===== src/rtl/seg7_reader.sv =====
// seg7_reader: recovers the four digits shown on a multiplexed, active-low
// 7-segment bus, qualifying each digit by stability and emitting whole frames.
//
// Ports:
//   clk, rst_n  - clock, asynchronous active-low reset
//   seg[6:0]    - segment lines A..G (bit6 = A), active-low, async to clk
//   an[3:0]     - digit anodes, active-low, an[i] selects digit i, async
//   digits      - last complete frame, digit i at [4i+3:4i]
//   frame_valid - one-cycle pulse when digits updates
//   frame_err   - some digit of the last frame was not a legal pattern
//   timeout     - one-cycle pulse when a partial frame is thrown away
module seg7_reader #(
  parameter int STABLE_CYCLES  = 4,
  parameter int TIMEOUT_CYCLES = 1000000
) (
  input  logic        clk,
  input  logic        rst_n,
  input  logic [6:0]  seg,
  input  logic [3:0]  an,
  output logic [15:0] digits,
  output logic        frame_valid,
  output logic        frame_err,
  output logic        timeout
);

  localparam int TW = $clog2(TIMEOUT_CYCLES);
  localparam logic [7:0] CNT_MAX = 8'(STABLE_CYCLES - 1);
  localparam logic [TW-1:0] TMO_MAX = TW'(TIMEOUT_CYCLES - 1);

  // {err, code}; blank reads as F, anything unknown as E with err set
  function automatic logic [4:0] decode(input logic [6:0] s);
    logic [4:0] r;
    unique case (s)
      7'b0000001: r = 5'h00;
      7'b1001111: r = 5'h01;
      7'b0010010: r = 5'h02;
      7'b0000110: r = 5'h03;
      7'b1001100: r = 5'h04;
      7'b0100100: r = 5'h05;
      7'b0100000: r = 5'h06;
      7'b0001111: r = 5'h07;
      7'b0000000: r = 5'h08;
      7'b0000100: r = 5'h09;
      7'b1111111: r = 5'h0F;
      default:    r = 5'h1E;
    endcase
    return r;
  endfunction

  logic [6:0]    seg_m_q, seg_s_q;
  logic [3:0]    an_m_q, an_s_q;
  logic [10:0]   prev_q, prev_d;
  logic [7:0]    cnt_q, cnt_d;
  logic [3:0]    mask_q, mask_d;
  logic [3:0]    err_q, err_d;
  logic [15:0]   code_q, code_d;
  logic [TW-1:0] tcnt_q, tcnt_d;
  logic [15:0]   digits_q, digits_d;
  logic          fv_q, fv_d;
  logic          ferr_q, ferr_d;
  logic          tmo_q, tmo_d;

  logic          qual;
  logic [1:0]    idx;
  logic          dec_err;
  logic [3:0]    dec_code;
  logic          capture;
  logic          complete;
  logic [15:0]   code_new;
  logic [3:0]    err_new;

  always_comb begin
    qual = $onehot(~an_s_q);
    // index of the low anode; only meaningful when qual
    idx = {~an_s_q[3] | ~an_s_q[2],
           ~an_s_q[3] | ~an_s_q[1]};
    {dec_err, dec_code} = decode(seg_s_q);
    prev_d = {an_s_q, seg_s_q};

    cnt_d = cnt_q;
    if (!qual || prev_d != prev_q) begin
      cnt_d = '0;
    end else if (cnt_q != CNT_MAX) begin
      cnt_d = cnt_q + 8'd1;
    end
    // fires only on the step into CNT_MAX, so a held digit is taken once
    capture = (cnt_d == CNT_MAX) && (cnt_q != CNT_MAX);

    code_new = code_q;
    code_new[4*idx +: 4] = dec_code;
    err_new = err_q;
    err_new[idx] = dec_err;
    complete = capture &&
      ((mask_q | (4'b0001 << idx)) == 4'hF);

    code_d   = code_q;
    err_d    = err_q;
    mask_d   = mask_q;
    tcnt_d   = tcnt_q;
    digits_d = digits_q;
    ferr_d   = ferr_q;
    fv_d     = 1'b0;
    tmo_d    = 1'b0;

    if (mask_q != 4'h0) begin
      if (tcnt_q == TMO_MAX && !complete) begin
        tmo_d  = 1'b1;
        mask_d = 4'h0;
        err_d  = 4'h0;
        tcnt_d = '0;
      end else begin
        tcnt_d = tcnt_q + TW'(1);
      end
    end

    if (capture) begin
      code_d = code_new;
      if (complete) begin
        digits_d = code_new;
        ferr_d   = |err_new;
        fv_d     = 1'b1;
        mask_d   = 4'h0;
        err_d    = 4'h0;
        tcnt_d   = '0;
      end else begin
        // a capture on a timeout edge starts the next partial frame
        err_d[idx]  = dec_err;
        mask_d[idx] = 1'b1;
      end
    end
  end

  always_ff @(posedge clk or negedge rst_n) begin
    if (!rst_n) begin
      seg_m_q  <= '0;
      seg_s_q  <= '0;
      an_m_q   <= '0;
      an_s_q   <= '0;
      prev_q   <= '0;
      cnt_q    <= '0;
      mask_q   <= '0;
      err_q    <= '0;
      code_q   <= '0;
      tcnt_q   <= '0;
      digits_q <= 16'hFFFF;
      fv_q     <= 1'b0;
      ferr_q   <= 1'b0;
      tmo_q    <= 1'b0;
    end else begin
      seg_m_q  <= seg;
      seg_s_q  <= seg_m_q;
      an_m_q   <= an;
      an_s_q   <= an_m_q;
      prev_q   <= prev_d;
      cnt_q    <= cnt_d;
      mask_q   <= mask_d;
      err_q    <= err_d;
      code_q   <= code_d;
      tcnt_q   <= tcnt_d;
      digits_q <= digits_d;
      fv_q     <= fv_d;
      ferr_q   <= ferr_d;
      tmo_q    <= tmo_d;
    end
  end

  assign digits      = digits_q;
  assign frame_valid = fv_q;
  assign frame_err   = ferr_q;
  assign timeout     = tmo_q;

endmodule

===== config.mk =====
export PLATFORM = sky130hd
export DESIGN_NAME = seg7_reader
export DESIGN_NICKNAME = d
export VERILOG_FILES = /design/src/rtl/seg7_reader.sv
export SDC_FILE = /design/constraint.sdc
export NUM_CORES = 1
export LEC_CHECK = 0
export CAP_MARGIN = 20
export CORE_MARGIN = 5
export CORE_UTILIZATION = 59
export CTS_CLUSTER_DIAMETER = 120
export DETAILED_ROUTE_END_ITERATION = 8
export PLACE_DENSITY = 0.83
export SETUP_SLACK_MARGIN = 0.2
export SYNTH_ARGS = -nofsm -noshare
export SYNTH_HDL_FRONTEND = slang
export SYNTH_SLANG_ARGS = --single-unit

===== constraint.sdc =====
create_clock -name clk -period 4.55 [get_ports clk]
set_clock_uncertainty 0.15 [all_clocks]
set_input_delay 0.455 -clock clk [delete_from_list [all_inputs] [get_ports clk]]
set_output_delay 0.455 -clock clk [all_outputs]
set_load 0.02 [all_outputs]

Word-level counts from Yosys, hierarchy flattened
Index checks and enable logic that the tools add are counted.

word-level totals
  memory bits (writable) = 0
  logic and storage cells = 84
  ROM bits = 0
  memories = 0
  output and inout port bits = 19
  input bits = 13
  bits in registers = 104
  latch bits = 0

operators by class
  $mul = 0
  bitwise operators = 8
  multiplexer cells = 24
  add/subtract/negate cells = 6
  divide/modulo/power cells = 0
  equality and inequality tests = 16
  order comparisons = 2
  reductions and logical operators = 11
  shifts and indexed selects = 3

operators with widths
  cell                       count
  $mux W20                   4
  $pmux W5 S11               1
  $neg A4 Y34                1
  $shift A4 B34 Y16 const A  1
  $shiftx A4 B34 Y16         1
  $mux W4                    8
  $eq A7 B7 Y1 const B       3
  $add A20 B1 Y20 const B    1
  $eq A20 B20 Y1 const B     1
  $bwmux W16                 1
  $mux W8                    2
  $eq A7 B3 Y1 const B       2
  $eq A7 B6 Y1 const B       2
  $ne A11 B11 Y1             1
  $add A8 B1 Y8 const B      1
  $bwmux W4                  2
  $eq A8 B2 Y1 const B       1
  $ne A8 B2 Y1 const B       1
  $or A4 B4 Y4               2
  $eq A7 B1 Y1 const B       1
  $eq A7 B4 Y1 const B       1
  $eq A7 B5 Y1 const B       1
  $logic_not A7 Y1           1
  $mux W1                    5
  17 further kinds           25

Depth between registers and ports, before layout
Gate-level depths: netlist (run 1).

  depth in word-level cells = 17
  gate-level depth with buffers = 12
  depth with buffers taken out = 10

Worst setup path before layout (run 1)
No wires, ideal clock.

  kind = flip-flop to flip-flop
  start = register an_s_q[0]
  end = register ferr_q, in the netlist frame_err
  data required time = 4275 ps
  arrival = 3345 ps
  setup slack = 930 ps
  stages on the path, launching flop included = 12
  library setup time = 125 ps
  clock period less this slack = 3620 ps
  buffers on the path = 1
  cells stage by stage = dfrtp_1 fa_1 inv_1 ha_1 ha_1 or3b_4 nor4_4 nand3_2 or4_4 nor2_4 buf_8 mux2_4

between the ends
  word-level cells in the longest chain between the ends = 11
  elaborated cells on any way between the ends = 12
  those cells by class = add/sub (2); eq/ne (3); mux (1); bitwise (1); reduce/logical (5)

RTL lines
  element                                 line  source
  from (decl)                             51    logic [3:0] an_m_q, an_s_q;
  from (signal assigned)                  153   an_s_q <= an_m_q;
  $not A4 Y4                              73    qual = $onehot(~an_s_q);
  $add A1 B1 Y2 (implied by the code)     73
  $add A2 B2 Y3 (implied by the code)     73
  $eq A3 B1 Y1                            73
  $logic_not A1 Y1                        81    if (!qual || prev_d != prev_q) begin
  $logic_or A1 B1 Y1 (*)                  81
  $mux W8 (*)                             81
  $eq A8 B2 Y1 (*)                        87    capture = (cnt_d == CNT_MAX) && (cnt_q != CNT_MAX);
  $logic_and A1 B1 Y1 (*)                 87
  $logic_and A1 B1 Y1                     93    complete = capture &&
  $reduce_and A2 Y1 (no source line) (*)  --
  to (signal assigned)                    162   ferr_q <= ferr_d;
  to (decl)                               60    logic ferr_q, ferr_d;

Every way passes the cells marked *; elsewhere a longest branch is shown, timed or not.
A chain may end at the register's enable or synchronous reset.

Worst setup path after layout (run 1)
  start = register an_s_q[0]
  end = register digits_q[3], in the netlist digits[3]

between the ends
  word-level cells in the longest chain between the ends = 11
  elaborated cells on any way between the ends = 12
  those cells by class = add/sub (2); eq/ne (3); mux (1); bitwise (1); reduce/logical (5)

RTL lines
  element                                 line  source
  $not A4 Y4                              73
  $add A1 B1 Y2 (implied by the code)     73
  $add A2 B2 Y3 (implied by the code)     73
  $eq A3 B1 Y1                            73
  $logic_not A1 Y1                        81
  $logic_or A1 B1 Y1 (*)                  81
  $mux W8 (*)                             81
  $eq A8 B2 Y1 (*)                        87
  $logic_and A1 B1 Y1 (*)                 87
  $logic_and A1 B1 Y1                     93
  $reduce_and A2 Y1 (no source line) (*)  --
  to (signal assigned)                    160   digits_q <= digits_d;
  to (decl)                               58    logic [15:0] digits_q, digits_d;

Marked as above.

==> impl_metrics.env, run 1 <==
export IMPL_core_mm2=0.00818
export IMPL_die_w_um=101
export IMPL_startpoint_type="register"
export IMPL_leakage_uw=0.00233
export IMPL_ys_types=58
export IMPL_final_area_mm2=0.00552
export IMPL_fin_crit_ps=3930
export IMPL_die_area_mm2=0.0103
export IMPL_pin_count=32
export IMPL_cts_tree="built"
export IMPL_htreeDepth=3
export IMPL_power_density_mw_per_mm2=295
export IMPL_hold_viol=0
export IMPL_die_h_um=101
export IMPL_synth_seq_area_share_pct=53.4
export IMPL_reg2reg_from="an_s_q[0]"
export IMPL_cts_sinks=104
export IMPL_worst_setup_path_end_kind="register"
export IMPL_crit_fanout=16
export IMPL_finish_utilization_pct=67.5
export IMPL_hold_path_class="reg -> reg"
export IMPL_ys_seq_elements=104
export IMPL_finalCritPeriodShare_pct=86.4
export IMPL_yosys_area_top_type="dfrtp_1"
export IMPL_fin_nets=508
export IMPL_netlist_area_mm2=0.00491
export IMPL_drc_errors=0
export IMPL_synth_common_cells="dfrtp_1 (88), nor2_1 (33), inv_1 (29)"
export IMPL_cp_startpoint="an_s_q[0]"
export IMPL_port_buffers=31
export IMPL_fmax_ghz=0.254
export IMPL_worst_slew_pin_slew_ps=777
export IMPL_grt_pass1_wl_um=16800
export IMPL_clockRootBuffer="clkbuf_8"
export IMPL_cts_resized=0
export IMPL_endpoint="digits[3]"
export IMPL_synthesis_nets=476
export IMPL_rows=33
export IMPL_relSlewSlack_pct=47.7
export IMPL_drv_cap=0
export IMPL_reg2reg_slack_ps=620
export IMPL_ys_warn_count=0
export IMPL_gp_congestion=0.918
export IMPL_cts_made_buffers=9
export IMPL_synth_cells=450
export IMPL_grt_max_degree=58
export IMPL_synthTopCellsByArea="dfrtp_1 (45%), dfstp_2 (8.6%), xor2_1 (4.1%)"
export IMPL_finalMaxSlewViolations=0
export IMPL_areaGrowthSynthToFinish_pct=12.4
export IMPL_setup_tns_ps=0
export IMPL_n_antenna_cell=0
export IMPL_reg2regPathDepth=10
export IMPL_dp_hpwl_um=6780
export IMPL_dr_first_iter_drc_count=181
export IMPL_path_class="reg -> reg"
export IMPL_routed_wl_um=9630
export IMPL_cts_buffer_depth=2
export IMPL_synth_top_cell_area_share_pct=44.8
export IMPL_firstDrtPassIters=7
export IMPL_antenna_found_initial=0
export IMPL_placed_area_mm2=0.00530
export IMPL_grt_overflow_total=0
export IMPL_arrival_ps=4110
export IMPL_antenna_left=0
export IMPL_post_cts_buffers=0
export IMPL_drive_gt1_share_pct=14.2
export IMPL_required_ps=4730
export IMPL_status="completed"
export IMPL_synth_edf_count=0
export IMPL_async_flop_share_pct=100
export IMPL_via_per_inst=5.92
export IMPL_postCtsHoldBufs=1
export IMPL_dpl_cell_count=575
export IMPL_grtUsageTotal_pct=20.6
export IMPL_whs_ps=208
export IMPL_peakVddDrop_mv=0.248
export IMPL_path_clk_slew_ps=120
export IMPL_finalNonFillerCells=592
export IMPL_worstSkewPairLatency_ps=380
export IMPL_synthFlopType="dfrtp_1"
export IMPL_initial_core_util_pct=60.1
export IMPL_synth_most_common_cell="dfrtp_1"
export IMPL_synth_avg_cell_area_um2=10.9
export IMPL_vias=3503
export IMPL_grt_pass1_vias=3522
export IMPL_rr_endpoint="digits[3]"
export IMPL_rsz0062_at_grt="no"
export IMPL_finalSetupViolCount=0
export IMPL_wire_per_inst_um=16.3
-- layer usage --
metal / GRT usage, % / wire length, um / share of wire, % / up-vias
li1: - / - / - / 1664
met3: 4.13 / 381 / 4.0 / 17
met5: 0 / 0 / 0 / -
met4: 6.95 / 214 / 2.2 / 0
met2: 34.8 / 4920 / 51 / 91
met1: 26.6 / 4110 / 43 / 1731
-- per-stage QoR --
| stage | worst slack, ps | power, uW |
|---|---|---|
| global placement | 710 | 1060 |
| finish | 620 | 1630 |
| floorplan | 930 | 1020 |
| global route | 454 | 1700 |
| detailed placement | 617 | 1060 |
| CTS | 625 | 1650 |
-- worst min path at each step --
stage                    start    endpoint  slack (ps)  cells after the start
CTS                 seg_m_q[1]  seg_s_q[1]         210                      0
finish              seg_m_q[1]  seg_s_q[1]         210                      0
global placement    seg_m_q[4]  seg_s_q[4]         180                      0
global route        seg_m_q[1]  seg_s_q[1]         220                      0
floorplan                rst_n   an_m_q[0]           9                      0
detailed placement  seg_m_q[1]  seg_s_q[1]         190                      0
-- sequential cells by signal, summed over array words and instances (netlist names) --
register,cells
seg_m_q,7
prev_q,11
an_s_q,4
mask_q,4
frame_err,1
seg_s_q,7
err_q,4
frame_valid,1
digits,16
an_m_q,4
cnt_q,8
tcnt_q,20
code_q,16
timeout,1
-- cells in the final DEF (no fill, tap or decap), drive strengths merged, types with 3 or more instances in the layout --
| cell type | n |
|---|---|
| dfrtp | 88 |
| nor2 | 34 |
| inv | 31 |
| clkdlybuf4s50 | 30 |
| nand3 | 28 |
| nand2 | 26 |
| xor2 | 23 |
| o22ai | 18 |
| mux2 | 18 |
| a22o | 17 |
| dfstp | 16 |
| o21ai | 16 |
| a21oi | 13 |
| ha | 12 |
| nand4 | 11 |
| nor4 | 11 |
| xnor2 | 10 |
| nor3 | 10 |
| clkbuf | 9 |
| and3 | 7 |
| buf | 5 |
| clkinv | 5 |
| nor2b | 4 |
| a31o | 4 |
| or4 | 4 |
| nand2b | 3 |
| and2 | 3 |
| or2 | 3 |
-- power breakdown --
group,internal [uW],leakage (uW),switching (uW)
logic,33.3,0.000905,56.0
clock network,220,0.000104,363
registers,939,0.00132,14.7
-- kinds of logic (layout without fill, tap and decap cells) --
group / count (synthesis) / in the layout / share of synthesized area [%]
buffers and inverters: 44 / 81 / 3.87
AND/OR/NAND/NOR: 159 / 159 / 17.9
XOR/XNOR: 33 / 33 / 5.88
AO/OA/AOI/OAI: 79 / 79 / 10.9
adder cells (fa/ha/maj): 13 / 13 / 3.46
multiplexers: 18 / 18 / 4.58
flip-flops: 104 / 104 / 53.4
-- cell type report --
| class | count | area [um^2] |
|---|---|---|
| fillers | 619 | 2660 |
| flip-flops and latches | 104 | 2620 |
| multi-input cells | 302 | 2100 |
| repair buffers | 36 | 348 |
| well taps | 105 | 131 |
| clock buffers | 9 | 124 |
| inverters | 29 | 109 |
| clock inverters | 7 | 86.3 |
-- critical path, cell delays in order (launching register included) --
cell     delay [ps]
dfrtp_1         440
fa_1            540
inv_1            40
ha_1            170
ha_1            280
or3b_4          420
nor4_4          270
nand3_2         150
or4_4           590
nor2_4          420
mux2_2          400
(Power assumes the default switching activity.)
==> inputs of run 2 (changes only) <==
CORE_ASPECT_RATIO = 0.7   (was not set)
MAX_ROUTING_LAYER = met4   (was not set)
SLEW_MARGIN = 20   (was not set)
==> impl_metrics.env, run 2 (same netlist as run 1, synthesis figures left out) <==
export IMPL_status="completed"
export IMPL_gp_congestion=0.875
export IMPL_areaGrowthSynthToFinish_pct=13.4
export IMPL_multiInputGateArea_mm2=0.00210
export IMPL_final_cell_mix="dfrtp_1 (88), nor2_1 (33), clkdlybuf4s50_1 (30)"
export IMPL_seqCellArea_mm2=0.00262
export IMPL_cts_sinks=104
export IMPL_leakage_uw=0.00235
export IMPL_postCtsHoldBufs=0
export IMPL_grtUsageTotal_pct=21.4
export IMPL_largest_reg_flops=20
export IMPL_n_fill_cell=582
export IMPL_required_ps=4680
export IMPL_dp_hpwl_um=7060
export IMPL_grt_overflow_total=0
export IMPL_pin_count=32
export IMPL_core_mm2=0.00797
export IMPL_dr_first_iter_drc_count=274
export IMPL_cts_made_buffers=9
export IMPL_firstDrtPassIters=5
export IMPL_fin_nets=507
export IMPL_rr_endpoint="digits[4]"
export IMPL_post_cts_buffers=0
export IMPL_worstSkewPairLatency_ps=350
export IMPL_rows=27
export IMPL_cts_resized=0
export IMPL_path_clk_slew_ps=70
export IMPL_worst_slew_pin_slew_ps=937
export IMPL_peakVddDrop_mv=0.233
export IMPL_fin_crit_ps=3930
export IMPL_grt_pass1_vias=3480
export IMPL_top_register="tcnt_q"
export IMPL_hold_viol=0
export IMPL_port_buffers=31
export IMPL_crit_fanout=14
export IMPL_grt_pass1_wl_um=17000
export IMPL_setup_tns_ps=0
export IMPL_die_area_mm2=0.0103
export IMPL_drive_gt1_share_pct=14.0
export IMPL_power_density_mw_per_mm2=317
export IMPL_initial_core_util_pct=61.6
export IMPL_via_per_inst=6.08
export IMPL_antenna_left=0
export IMPL_clockRootBuffer="clkbuf_16"
export IMPL_path_class="reg -> reg"
export IMPL_routed_wl_um=10000
export IMPL_drv_cap=0
export IMPL_hold_path_class="in -> async"
export IMPL_finalMaxSlewViolations=0
export IMPL_cts_buffer_depth=2
export IMPL_startpoint_type="register"
export IMPL_setup_ws_ps=619
export IMPL_layout_commonest_cell="dfrtp_1"
export IMPL_grt_max_degree=79
export IMPL_drc_errors=0
export IMPL_reg2reg_from="an_s_q[0]"
export IMPL_reg2regPathDepth=10
export IMPL_finalSetupViolCount=0
export IMPL_fmax_ghz=0.254
export IMPL_cts_tree="built"
export IMPL_dpl_worst_slack_ps=627
export IMPL_n_antenna_cell=0
export IMPL_reg2reg_slack_ps=620
export IMPL_relSlewSlack_pct=37.5
export IMPL_die_h_um=86.3
export IMPL_worst_setup_path_end_kind="register"
export IMPL_vias=3569
export IMPL_antenna_found_initial=0
export IMPL_rsz0062_at_grt="no"
export IMPL_die_w_um=119
export IMPL_htreeDepth=3
export IMPL_finalCritPeriodShare_pct=86.4
export IMPL_wire_per_inst_um=17.0
export IMPL_arrival_ps=4060
==> run 2: how the worst max path moves through the flow <==
stage	cells past startpoint	start	endpoint
floorplan	11	an_s_q[0]	frame_err
global placement	10	an_s_q[0]	digits[3]
detailed placement	10	an_s_q[0]	digits[4]
CTS	10	an_s_q[0]	digits[4]
global route	10	an_s_q[0]	digits[4]
finish	10	an_s_q[0]	digits[4]
==> run 2: report_power, final <==
group | total, uW | switching, uW | internal (uW)
clock network | 719 | 345 | 374
registers | 955 | 15.1 | 939
logic | 89.9 | 57.0 | 32.9
total | 1760 | 417 | 1350
==> run 2: area by class of cell <==
class | count | share of cell area (%)
flip-flops and latches | 104 | 47.1
well taps | 101 | 2.27
repair buffers | 35 | 6.07
inverters | 29 | 1.95
multi-input cells | 302 | 37.7
clock inverters | 6 | 0.809
clock buffers | 10 | 4.11
==> run 2: routing by layer <==
layer | vias up | GRT usage (%) | share of wire (%)
li1 | 1669 | - | -
met1 | 1764 | 28.0 | 45
met2 | 115 | 32.7 | 48
met3 | 21 | 5.35 | 5.3
met4 | 0 | 7.47 | 1.9
met5 | - | - | 0
==> run 2: per-stage QoR <==
stage / power [uW] / instances / hold slack [ps] / instance area (um^2) / utilization [%]
4_1_cts: 1780 / 587 / 128 / 5570 / 69.9
3_5_place_dp: 1060 / 571 / 185 / 5300 / 66.4
2_1_floorplan: 1020 / 450 / 9.41 / 4910 / -
6_report: 1760 / 587 / 96.9 / 5570 / 69.9
5_1_grt: 1830 / 587 / 181 / 5570 / 69.9
3_3_place_gp: 1060 / 571 / 184 / 5300 / 66.4
==> run 2: critical path: stages, from the launching register on <==
cell     delay (ps)
dfrtp_1         420
fa_1            560
inv_1            50
ha_1            180
ha_1            280
or3b_4          420
nor4_4          260
nand3_2         150
or4_4           600
nor2_4          390
mux2_2          390
==> inputs of run 3 (changes only) <==
HOLD_SLACK_MARGIN = 0.06   (was not set)
PLACE_DENSITY = 0.8   (was 0.83)
==> impl_metrics.env, run 3 (same netlist as run 1, synthesis figures left out) <==
export IMPL_final_cell_mix="dfrtp_1 (88), nor2_1 (33), clkdlybuf4s50_1 (30)"
export IMPL_grtUsageTotal_pct=21.0
export IMPL_dpl_cell_count=571
export IMPL_firstDrtPassIters=5
export IMPL_routed_wl_um=9790
export IMPL_gp_congestion=0.856
export IMPL_via_per_inst=5.93
export IMPL_cts_buffer_depth=2
export IMPL_drive_gt1_share_pct=13.8
export IMPL_worst_setup_path_end_kind="register"
export IMPL_leakage_uw=0.00236
export IMPL_rows=27
export IMPL_setup_tns_ps=0
export IMPL_arrival_ps=4010
export IMPL_cp_buffers_inverters=1
export IMPL_critPathTopFamily="simple AND/OR/NAND/NOR gates"
export IMPL_largest_reg_flops=20
export IMPL_finalNonFillerCells=587
export IMPL_max_stage_delay_ps=590
export IMPL_rr_endpoint="digits[4]"
export IMPL_grt_overflow_total=0
export IMPL_path_class="reg -> reg"
export IMPL_worstSkewPairLatency_ps=340
export IMPL_grt_pass1_vias=3511
export IMPL_n_antenna_cell=0
export IMPL_post_cts_buffers=0
export IMPL_htreeDepth=3
export IMPL_cts_resized=0
export IMPL_worst_slew_pin_slew_ps=936
export IMPL_whs_ps=98.0
export IMPL_power_density_mw_per_mm2=316
export IMPL_finish_utilization_pct=69.9
export IMPL_finalMaxSlewViolations=0
export IMPL_fmax_ghz=0.258
export IMPL_finalSetupViolCount=0
export IMPL_required_ps=4670
export IMPL_reg2reg_from="an_s_q[0]"
export IMPL_hold_path_class="in -> async"
export IMPL_die_area_mm2=0.0103
export IMPL_rsz0062_at_grt="no"
export IMPL_antenna_left=0
export IMPL_reg2reg_slack_ps=670
export IMPL_crit_fanout=13
export IMPL_core_mm2=0.00797
export IMPL_die_w_um=119
export IMPL_peakVddDrop_mv=0.212
export IMPL_grt_pass1_wl_um=17100
export IMPL_drv_cap=0
export IMPL_n_fill_cell=590
export IMPL_reg2regPathDepth=10
export IMPL_dp_hpwl_um=6840
export IMPL_cp_slowest_cell="or4_4"
export IMPL_port_buffers=31
export IMPL_drc_errors=0
export IMPL_crit_cells=10
export IMPL_wire_per_inst_um=16.7
export IMPL_fin_crit_ps=3880
export IMPL_startpoint_type="register"
export IMPL_antenna_found_initial=0
export IMPL_die_h_um=86.3
export IMPL_path_clk_slew_ps=70
export IMPL_postCtsHoldBufs=0
export IMPL_crit_chain="fa_1 -> inv_1 -> ha_1 -> ha_1 -> or3b_4 -> nor4_4 -> nand3_2 -> or4_4 -> nor2_4 -> mux2_2"
export IMPL_grt_max_degree=79
export IMPL_cts_tree="built"
export IMPL_placed_area_mm2=0.00530
export IMPL_crit_top_cell="ha_1"
export IMPL_cts_sinks=104
export IMPL_clockRootBuffer="clkbuf_16"
export IMPL_hold_viol=0
export IMPL_relSlewSlack_pct=37.6
export IMPL_status="completed"
export IMPL_dr_first_iter_drc_count=238
export IMPL_initial_core_util_pct=61.6
export IMPL_pin_count=32
export IMPL_layout_commonest_cell="dfrtp_1"
export IMPL_areaGrowthSynthToFinish_pct=13.4
export IMPL_finalCritPeriodShare_pct=85.3
export IMPL_cts_made_buffers=9
export IMPL_fin_nets=507
export IMPL_vias=3480
export IMPL_top_register="tcnt_q"
export IMPL_final_area_mm2=0.00557
[run 3: power breakdown]
part | switching, uW | internal (uW) | leakage [uW] | total [uW]
clock | 330 | 388 | 0.000137 | 718
sequential | 14.6 | 940 | 0.00132 | 954
combinational | 56.0 | 32.9 | 0.000901 | 88.9
[run 3: area by class of cell]
class / count / area (um^2) / area share, %
Sequential cell: 104 / 2620 / 47.1
Multi-Input combinational cell: 302 / 2100 / 37.7
Timing Repair Buffer: 35 / 338 / 6.07
Clock buffer: 12 / 246 / 4.43
Tap cell: 101 / 126 / 2.27
Inverter: 29 / 109 / 1.95
Clock inverter: 4 / 27.5 / 0.494
[run 3: per-stage QoR]
step,setup slack [ps],total power (uW)
after floorplan,930,1020
after global placement,745,1060
after detailed placement,658,1060
after CTS,662,1780
after global routing,497,1830
final,668,1760
[run 3: worst max-delay path by stage]
| stage | startpoint | end | slack (ps) |
|---|---|---|---|
| CTS | an_s_q[0] | digits[3] | 660 |
| floorplan | an_s_q[0] | frame_err | 930 |
| detailed placement | an_s_q[0] | digits[3] | 660 |
| finish | an_s_q[0] | digits[4] | 670 |
| global route | an_s_q[0] | timeout | 500 |
| global placement | an_s_q[0] | digits[4] | 740 |
[run 3: routing by layer]
layer	global-route usage (%)	wire length (um)	vias to the layer above
met2	33.3	4620	98
met4	4.84	108	0
li1	-	-	1661
met5	-	0	-
met3	4.76	464	12
met1	27.9	4600	1709
